$ cat src/rtl/text_pkg.sv
// Shared constants, control codes and encodings for the text tile write path.
package text_pkg;
  localparam int H_TILES        = 128;
  localparam int V_TILES        = 48;
  localparam int NUM_TILES      = H_TILES * V_TILES;
  localparam int ADDR_COL_WIDTH = 7;
  localparam int ADDR_ROW_WIDTH = 6;
  localparam int DATA_WIDTH     = 7;

  localparam logic [DATA_WIDTH-1:0] CH_BS  = 7'h08;
  localparam logic [DATA_WIDTH-1:0] CH_LF  = 7'h0A;
  localparam logic [DATA_WIDTH-1:0] CH_FF  = 7'h0C;
  localparam logic [DATA_WIDTH-1:0] CH_CR  = 7'h0D;
  localparam logic [DATA_WIDTH-1:0] CH_SP  = 7'h20;
  localparam logic [DATA_WIDTH-1:0] CH_DEL = 7'h7F;

  typedef enum logic {
    ST_IDLE,
    ST_CLEAR
  } state_e;

  // Position update requested from a tile_cursor for the coming edge.
  typedef enum logic [2:0] {
    OP_NOP,
    OP_ADV,
    OP_NL,
    OP_CR,
    OP_BACK,
    OP_HOME
  } cur_op_e;
endpackage

$ cat src/rtl/text_write_ctrl_tile_cursor.sv
// Column/row position register with advance, newline, carriage return,
// backspace and home operations. Wraps at the tile grid edges without scrolling.
module tile_cursor
  import text_pkg::*;
(
  input  logic                      clk_i,
  input  logic                      rst_i,
  input  cur_op_e                   op_i,
  output logic [ADDR_COL_WIDTH-1:0] col_o,
  output logic [ADDR_ROW_WIDTH-1:0] row_o,
  output logic                      last_o
);
  logic [ADDR_COL_WIDTH-1:0] col_q, col_d;
  logic [ADDR_ROW_WIDTH-1:0] row_q, row_d;
  logic                      col_end, row_end;
  logic [ADDR_ROW_WIDTH-1:0] row_nxt;

  assign col_end = (col_q == ADDR_COL_WIDTH'(H_TILES - 1));
  assign row_end = (row_q == ADDR_ROW_WIDTH'(V_TILES - 1));
  assign row_nxt = row_end ? '0 : row_q + ADDR_ROW_WIDTH'(1);

  // Next position for the requested operation.
  always_comb begin
    col_d = col_q;
    row_d = row_q;
    case (op_i)
      OP_ADV: begin
        if (col_end) begin
          col_d = '0;
          row_d = row_nxt;
        end else begin
          col_d = col_q + ADDR_COL_WIDTH'(1);
        end
      end
      OP_NL: begin
        col_d = '0;
        row_d = row_nxt;
      end
      OP_CR:   col_d = '0;
      OP_BACK: if (col_q != '0) col_d = col_q - ADDR_COL_WIDTH'(1);
      OP_HOME: begin
        col_d = '0;
        row_d = '0;
      end
      default: ;
    endcase
  end

  // Position register.
  always_ff @(posedge clk_i) begin
    if (rst_i) begin
      col_q <= '0;
      row_q <= '0;
    end else begin
      col_q <= col_d;
      row_q <= row_d;
    end
  end

  assign col_o  = col_q;
  assign row_o  = row_q;
  assign last_o = col_end && row_end;
endmodule

$ cat config.mk
export PLATFORM = sky130hd
export DESIGN_NAME = tile_cursor
export DESIGN_NICKNAME = d
export VERILOG_FILES = /design/src/rtl/text_pkg.sv /design/src/rtl/text_write_ctrl_tile_cursor.sv
export SDC_FILE = /design/constraint.sdc
export NUM_CORES = 1
export LEC_CHECK = 0
export CAP_MARGIN = 5
export CORE_MARGIN = 3
export CORE_UTILIZATION = 47
export CTS_BUF_LIST = sky130_fd_sc_hd__clkbuf_16
export DETAILED_ROUTE_END_ITERATION = 8
export PLACE_DENSITY = 0.77
export SLEW_MARGIN = 30
export SYNTH_ARGS = -nofsm -noshare
export SYNTH_HDL_FRONTEND = slang
export SYNTH_SLANG_ARGS = --single-unit
$ cat constraint.sdc
create_clock -name clk_i -period 1.4 [get_ports clk_i]
set_input_delay 0.28 -clock clk_i [delete_from_list [all_inputs] [get_ports clk_i]]
set_output_delay 0.28 -clock clk_i [all_outputs]
set_load 0.02 [all_outputs]
==> run metrics, run 1 <==
status=did not finish; Failed at=global routing; cts bufs inserted=3; hpwl dp=2592 um; chip height=between 50 and 60 um; H-Tree Depth=1; clock buffer depth=2; Port Buf Inserts=18; largest cells by area after synthesis=dfxtp_1, a21oi_1, ha_1, nor2_1, nand3_1; Netlist cell types=49; Syn Area/Cell=7.943 um2; Die W=53.77 um; largest net degree at the start of global routing=10; Mapped Area=0.001072 mm2; Initial Util=0.5200; # IOs=19; first error=[ERROR DPL-0038] Utilization greater than 100%, impossible to legalize; most frequently used flop master after synthesis=dfxtp_1; Post-Place Cells=~210; syn nets=144; Synth top area share=0.2427; sequential area share after synthesis=0.2427; asr flop ratio synth=0; Syn Inst Count=135; total clock sinks=13; Yosys warnings=0; Synth area leader=dfxtp_1; root buf cell=clkbuf_16; Post-CTS Hold Fix Bufs=0; EDFF count, synth=0; register bit total from synthesis=13; GRT worst endpoint=col_o[3]$_SDFFE_PP0P_/D; Core Rows=16; final RePlAce weighted congestion=0.9229; Worst endpoint type=register data pin
## repair_timing
| action | CTS |
|---|---|
| gates resized for setup | 60 |
| setup endpoints to repair | 27 |
| pin swaps | 24 |
| setup buffers | 15 |
| gates cloned | 1 |
## cell usage after synthesis, types with 3 or more instances
cell       n
a21oi_1   10
dfxtp_1   13
nand2_1    6
ha_1       4
nor3_1     6
o211ai_1   4
nand3_1    8
inv_1      7
a31oi_1    4
o311ai_1   3
and4bb_1   3
o21ai_0    5
o21ai_1    3
buf_2      4
nor2_1    12
## cells by family after synthesis
kind of cell,count (synthesis),share of synthesized area
xor gates and xnor gates,3,0.03151
buffers and inverters,15,0.07118
DFF,13,0.2427
adders and majority gates,4,0.04668
and+or+nand+nor,54,0.3104
AOI/OAI and AO/OA,46,0.2976
## metrics by stage
stage	TNS [ps]	worst slack (ps)	area, um2	utilization
after CTS	-1522	-200.6	1913	0.9278
after detailed placement	-6000	-555.5	1564	0.7585
after global placement	-5450	-505.1	1564	0.7585
after floorplan	-554.7	-103.2	1125	-
==> run 2, diff against run 1 <==
--- a/config.mk
+++ b/config.mk
@@ -6,11 +6,10 @@
 export NUM_CORES = 1
 export LEC_CHECK = 0
 export CAP_MARGIN = 5
-export CORE_MARGIN = 3
-export CORE_UTILIZATION = 47
-export CTS_BUF_LIST = sky130_fd_sc_hd__clkbuf_16
+export CORE_AREA = 3 3 64 66
 export DETAILED_ROUTE_END_ITERATION = 8
-export PLACE_DENSITY = 0.77
+export DIE_AREA = 0 0 67 69
+export PLACE_DENSITY_LB_ADDON = 0.15
 export SLEW_MARGIN = 30
 export SYNTH_ARGS = -nofsm -noshare
 export SYNTH_HDL_FRONTEND = slang
==> constraint.sdc (replaced) <==
create_clock -name clk_i -period 1.8 [get_ports clk_i]
set_input_delay 0.36 -clock clk_i [delete_from_list [all_inputs] [get_ports clk_i]]
set_output_delay 0.36 -clock clk_i [all_outputs]
set_load 0.02 [all_outputs]
==> run metrics, run 2 <==
status=completed; Cell Int Power=between 600 and 700 uW; Max VDD drop=0.2951 mV; initial antenna violation count=0; largest net degree at the start of global routing=12; leakage=0.6258 nW; most common cell in the netlist=dfxtp_1; Core Region=0.003633 mm2; sequential area share after synthesis=0.2427; Filler Cell Count=382; Post-Place Cells=230; area taken by multi-input logic gates=around 750 um2; max-cap violations=0; Hold Startpoint=row_o[4]; Routed met2 length=1378 um; final RePlAce weighted congestion=0.9020; Crit path depth=4; Hold/Removal Path Class=flip-flop to flip-flop; Synth top area share=0.2427; reg2reg setup slack=approximately 130 ps; cts bufs inserted=3; Syn Area/Cell=just under 8 um2; asr flop ratio synth=0; CP Cell Sequence=clkdlybuf4s50_1 > or3b_1 > a2111o_1 > a21oi_2; Netlist cell types=49; WL final=3247 um; post-DR wirelength/cell=13.88 um; RR Endpoint=col_o[2]; Pre-antenna DRT Iters=4; most frequently used flop master after synthesis=dfxtp_1; crit start category=input port; P_sw=about 290 uW; Via density=between 5 and 6; Final setup viols=0; Slowest Stage Delay on Critical Path=510 ps; Syn Inst Count=135; vias in the first global route=1,080; # IOs=19; Port Buf Inserts=18; commonest cells in the netlist=dfxtp_1, nor2_1, a21oi_1; WHS Path Cells=3; post-layout net count=approximately 200; R2R depth=7; 1st-iter DRT viols=98; final std cells w/o fill=234; largest cells by area after synthesis=dfxtp_1, a21oi_1, ha_1, nor2_1, nand3_1; WHS Endpoint=row_o[4]; Initial Util=0.2951; Mapped Area=0.001072 mm2; hpwl dp=2564 um; Gate power share=0.345; total die area=0.004623 mm2; Metal-1 WL=1671 um; clock buffer depth=2; largest delay contributor family on the critical path=compound AO/OA/AOI/OAI gates; Tmin final=1738 ps; Post-CTS Hold Fix Bufs=0; first-pass GRT wire length=5354 um; Worst Setup Slack, final=61.92 ps; worst path buffer plus inverter count=1; Overflow after GRT=0; Synth area leader=dfxtp_1; clock latency on the worst-skew pair=between 200 and 300 ps; Setup Skew=approximately 3.5 ps; CTS tree=done; metal3 WL=162 um; root buf cell=clkbuf_8; Util after Layout=0.4408; Critical-path top delay cell=or3b_1; Detail Route Antenna Nets=0; switching share of power=0.3209; worst slack, placed=-196.0 ps; crit-path max FO=10; fmax=575.3 MHz; Overall Global Routing Usage=0.1473; total clock sinks=13; RSZ-0062 raised after global routing=no; register bit total from synthesis=13; Final Power=just under 900 uW; Yosys warnings=0; commonest non-fill, non-tap cells in the layout=buf_4, clkdlybuf4s50_1, dfxtp_1; Sequential cell area=260.3 um2; Worst-path clk slew=~60 ps; crit path kind=input port to flip-flop; Core Rows=22; Highest Signal Layer=met4; Worst Path Arrival=1920 ps; period utilization=0.9656; H-Tree Depth=1; Die W=67 um; CP Capture Type=flip-flop; Pins Over Slew Limit=0; syn nets=~140; area grow syn2layout=49.36%; EDFF count, synth=0; clock share of power=0.309; Post-CTS Setup Bufs=0; Worst EP required=1980 ps; chip height=~69 um; Sequential Power Share=0.345; number of flip-flops in the largest register=7; commonest non-fill, non-tap cell in the layout=buf_4; Reg-to-Reg Start=col_o[0]; Slew Limit Headroom=0.7564; vias=~1,200; # diodes=0; layout cell share with drive strength beyond 1=0.2688; worst slew pin tran=365.4 ps; # DRC=0; Power Dens Cells=556.7 mW/mm2; Sum Neg Setup Slack=0 ps; final-report hold violation count=0
[run 2: cell counts after synthesis]
No cell type changed its count.
[run 2: worst min-delay path: stages, from the launching register on]
cell,delay (ps)
dfxtp_1,310
buf_4,140
nand2_1,50
o21ai_1,50
[run 2: per-layer routing]
layer / GRT usage / vias up
li1: - / 628
met1: 0.2344 / 558
met2: 0.1987 / 37
met3: 0.01954 / 4
met4: 0.04730 / 0
met5: 0 / -
[run 2: area by class of cell]
| cell class | instances | area share |
|---|---|---|
| multi-input combinational | 107 | 0.4711 |
| timing repair buffer | 55 | 0.2844 |
| sequential | 13 | 0.1625 |
| tap | 48 | 0.03750 |
| clock buffer | 4 | 0.02812 |
| inverter | 7 | 0.01641 |
[run 2: power groups by stage]
| stage | Combinational [mW] | Sequential (mW) | Clock (mW) |
|---|---|---|---|
| finish | 0.308 | 0.308 | 0.276 |
| detailed placement | 0.304 | 0.314 | 0 |
| global placement | 0.307 | 0.314 | 0 |
| floorplan | 0.141 | 0.341 | 0 |
| CTS | 0.306 | 0.308 | 0.281 |
| global route | 0.338 | 0.309 | 0.293 |
[run 2: how the worst max path moves through the flow]
| stage | start | endpoint | slack (ps) |
|---|---|---|---|
| after global placement | op_i[2] | col_o[0] | -220 |
| final | op_i[2] | col_o[0] | 60 |
| after CTS | col_o[0] | last_o | 3 |
| after global routing | op_i[2] | col_o[2] | 7 |
| after detailed placement | op_i[2] | col_o[0] | -200 |
| after floorplan | col_o[0] | last_o | 30 |
[run 2: cell families after synthesis]
| kind of cell | after synthesis | share of synthesized area |
|---|---|---|
| compound gates | 46 | 0.2976 |
| xor+xnor | 3 | 0.03151 |
| fa+ha+maj | 4 | 0.04668 |
| buf+inv | 15 | 0.07118 |
| flops | 13 | 0.2427 |
| simple gates | 54 | 0.3104 |
[run 2: metrics by stage]
step                      area (um2)  hold WS, ps
after floorplan                 1077        543.8
after global placement          1545        578.7
after detailed placement        1545        584.7
after CTS                       1597        594.6
after global routing            1602        608.9
final                           1602        592.2
[run 2: repair_timing]
item / in CTS / in global routing
pin swaps: 0 / 0
endpoints found under the setup margin: 1 / 4
gates resized for setup: 4 / 4
endpoints found under the hold margin: 0 / 0
(Power assumes the default switching activity.)
==> run 3, diff against run 2 <==
--- a/config.mk
+++ b/config.mk
@@ -5,6 +5,7 @@
 export SDC_FILE = /design/constraint.sdc
 export NUM_CORES = 1
 export LEC_CHECK = 0
+export ABC_AREA = 1
 export CAP_MARGIN = 5
 export CORE_AREA = 3 3 64 66
 export DETAILED_ROUTE_END_ITERATION = 8
==> run metrics, run 3 <==
Mapped Area=0.001114 mm2; commonest non-fill, non-tap cell in the layout=nand2_1; crit start category=flip-flop; hpwl dp=about 2200 um; initial antenna violation count=0; period utilization=0.9663; Worst Path Arrival=1380 ps; Yosys warnings=0; CP Capture Type=primary output; Critical-path top delay cell=clkdlybuf4s50_1; Port Buf Inserts=18; status=completed; Core Region=roughly 0.0036 mm2; most common cell in the netlist=nand2_1; final RePlAce weighted congestion=0.7738; Sum Neg Setup Slack=0 ps; Final setup viols=0; Via density=4.336; clock latency on the worst-skew pair=250 ps; chip height=between 60 and 70 um; area grow syn2layout=36.29%; commonest cells in the netlist=nand2_1, nor2_1, inv_1; worst path buffer plus inverter count=2; leakage=0.7538 nW; worst slew pin tran=between 200 and 300 ps; largest delay contributor family on the critical path=buffers and inverters; Synth top area share=0.2337; syn nets=196; clock buffer depth=2; post-layout net count=236; CTS tree=done; crit path from=col_o[5]; layout cell share with drive strength beyond 1=0.1991; total die area=~0.0046 mm2; Overall Global Routing Usage=0.1379; H-Tree Depth=1; Slowest Stage Delay on Critical Path=600 ps; total clock sinks=13; Worst EP required=1440 ps; Worst-path clk slew=60 ps; Die W=roughly 67 um; final hold slack=589.8 ps; fmax=574.9 MHz; Pins Over Slew Limit=0; fin area=0.001518 mm2; Compound-Gate Fraction of Synth Area=0.1000; crit path kind=flip-flop to primary output; # IOs=19; max-cap violations=0; Detail Route Antenna Nets=0; RSZ-0062 raised after global routing=no; Syn Inst Count=approximately 190; Hold/Removal Path Class=flip-flop to flip-flop; Filler Cell Count=423; Tmin final=1739 ps; Reg-to-Reg Start=col_o[0]; largest net degree at the start of global routing=13; Hold Startpoint=row_o[5]; asr flop ratio synth=0; Overflow after GRT=0; commonest non-fill, non-tap cells in the layout=nand2_1, nor2_1, inv_1; Slew Limit Headroom=0.8302; xor-xnor portion of the synthesized cell area=0.01573; main combinational cell family by area after synthesis=simple AND/OR/NAND/NOR gates; first-pass GRT wire length=4968 um; multiplexer share of the synthesized area=0; Synth Area in Adders=0.04494; Post-CTS Hold Fix Bufs=0; Worst Setup Slack, final=60.65 ps; WL final=2777 um; Netlist cell types=23; Syn Area/Cell=a little under 6 um2; number of flip-flops in the largest register=7; Setup Skew=6.097 ps; 1st-iter DRT viols=just under 60; root buf cell=clkbuf_8; CP Cell Sequence=buf_4 > clkdlybuf4s50_1; register bit total from synthesis=13; most frequently used flop master after synthesis=dfxtp_1; cts bufs inserted=3; vias in the first global route=1,114; sequential area share after synthesis=0.2337; Post-CTS Setup Bufs=0; final-report hold violation count=0; worst slack, placed=-72.33 ps; Pre-antenna DRT Iters=4; Simple-Gate Fraction of Synth Area=0.4674; # DRC=0; largest cells by area after synthesis=dfxtp_1, nand2_1, nor2_1, inv_1, nand3_1; EDFF count, synth=0; Synth area leader=dfxtp_1; crit-path max FO=6; # diodes=0; Core Rows=22; vias=1,188; placed cell areas=0.001479 mm2; post-DR wirelength/cell=10.14 um; Max VDD drop=between 0.3 and 0.4 mV; Power Dens Cells=roughly 620 mW/mm2; Initial Util=0.3065
[run 3: cell types whose count changed in the layout (fill, tap and decap cells not counted), sizes merged, moves of 5 or more]
cell,before,now
buf,38,22
nand3,8,20
nand2,6,58
nor3,6,1
inv,7,30
nor2,12,33
[run 3: layer usage]
layer	wire, um	GRT usage	up-vias
li1	-	-	652
met2	1336	0.2205	21
met4	19	0.03153	0
met3	114	0.03909	2
met1	1307	0.1807	513
met5	0	0	-
[run 3: report_power, final]
part           internal, mW  switching (mW)
clock network         0.157           0.117
logic                 0.145           0.199
registers             0.308          0.0166
total                 0.610           0.333
[run 3: path summary, 6_finish.rpt]
path / slack [ps] / cells past startpoint / to
worst max register to register: 310 / 9 / row_o[1]
worst max-delay path: 60 / 2 / col_o[5]
worst min-delay path: 590 / 2 / row_o[5]
worst min register to register: 590 / 2 / row_o[5]
[run 3: stage by stage]
stage	total power [mW]	util	instances
after floorplan	0.5583	-	187
after global placement	0.6839	0.4070	270
after detailed placement	0.6829	0.4070	270
after CTS	0.9652	0.4170	274
after global routing	1.024	0.4177	274
final	0.9437	0.4177	274
[run 3: logic make-up (layout without fill, tap and decap cells)]
group,count (synthesis),after routing
flops,13,13
xor+xnor,2,2
buf+inv,35,74
simple gates,113,113
fa+ha+maj,4,4
compound gates,20,20
[run 3: what timing repair did]
action                                  in CTS  in global routing
gates resized for setup                      7                  1
endpoints found under the setup margin       4                  1
hold endpoints to repair                     0                  0
[run 3: cell type report]
class | instances | area [um2] | area share
inverters | 31 | 116.4 | 0.07667
multi-input cells | 139 | 706.9 | 0.4658
flip-flops and latches | 13 | 260.3 | 0.1715
repair buffers | 39 | 329.1 | 0.2168
clock buffers | 4 | 45.04 | 0.02968
well taps | 48 | 60.06 | 0.03957
[run 3: worst register-to-register path: stages, from the launching register on]
cell	delay, ps
dfxtp_1	330
ha_2	210
nand3_4	80
buf_4	160
nor2_4	120
nand2_2	60
nand2_2	200
inv_1	70
a21oi_1	110
nor2_1	50
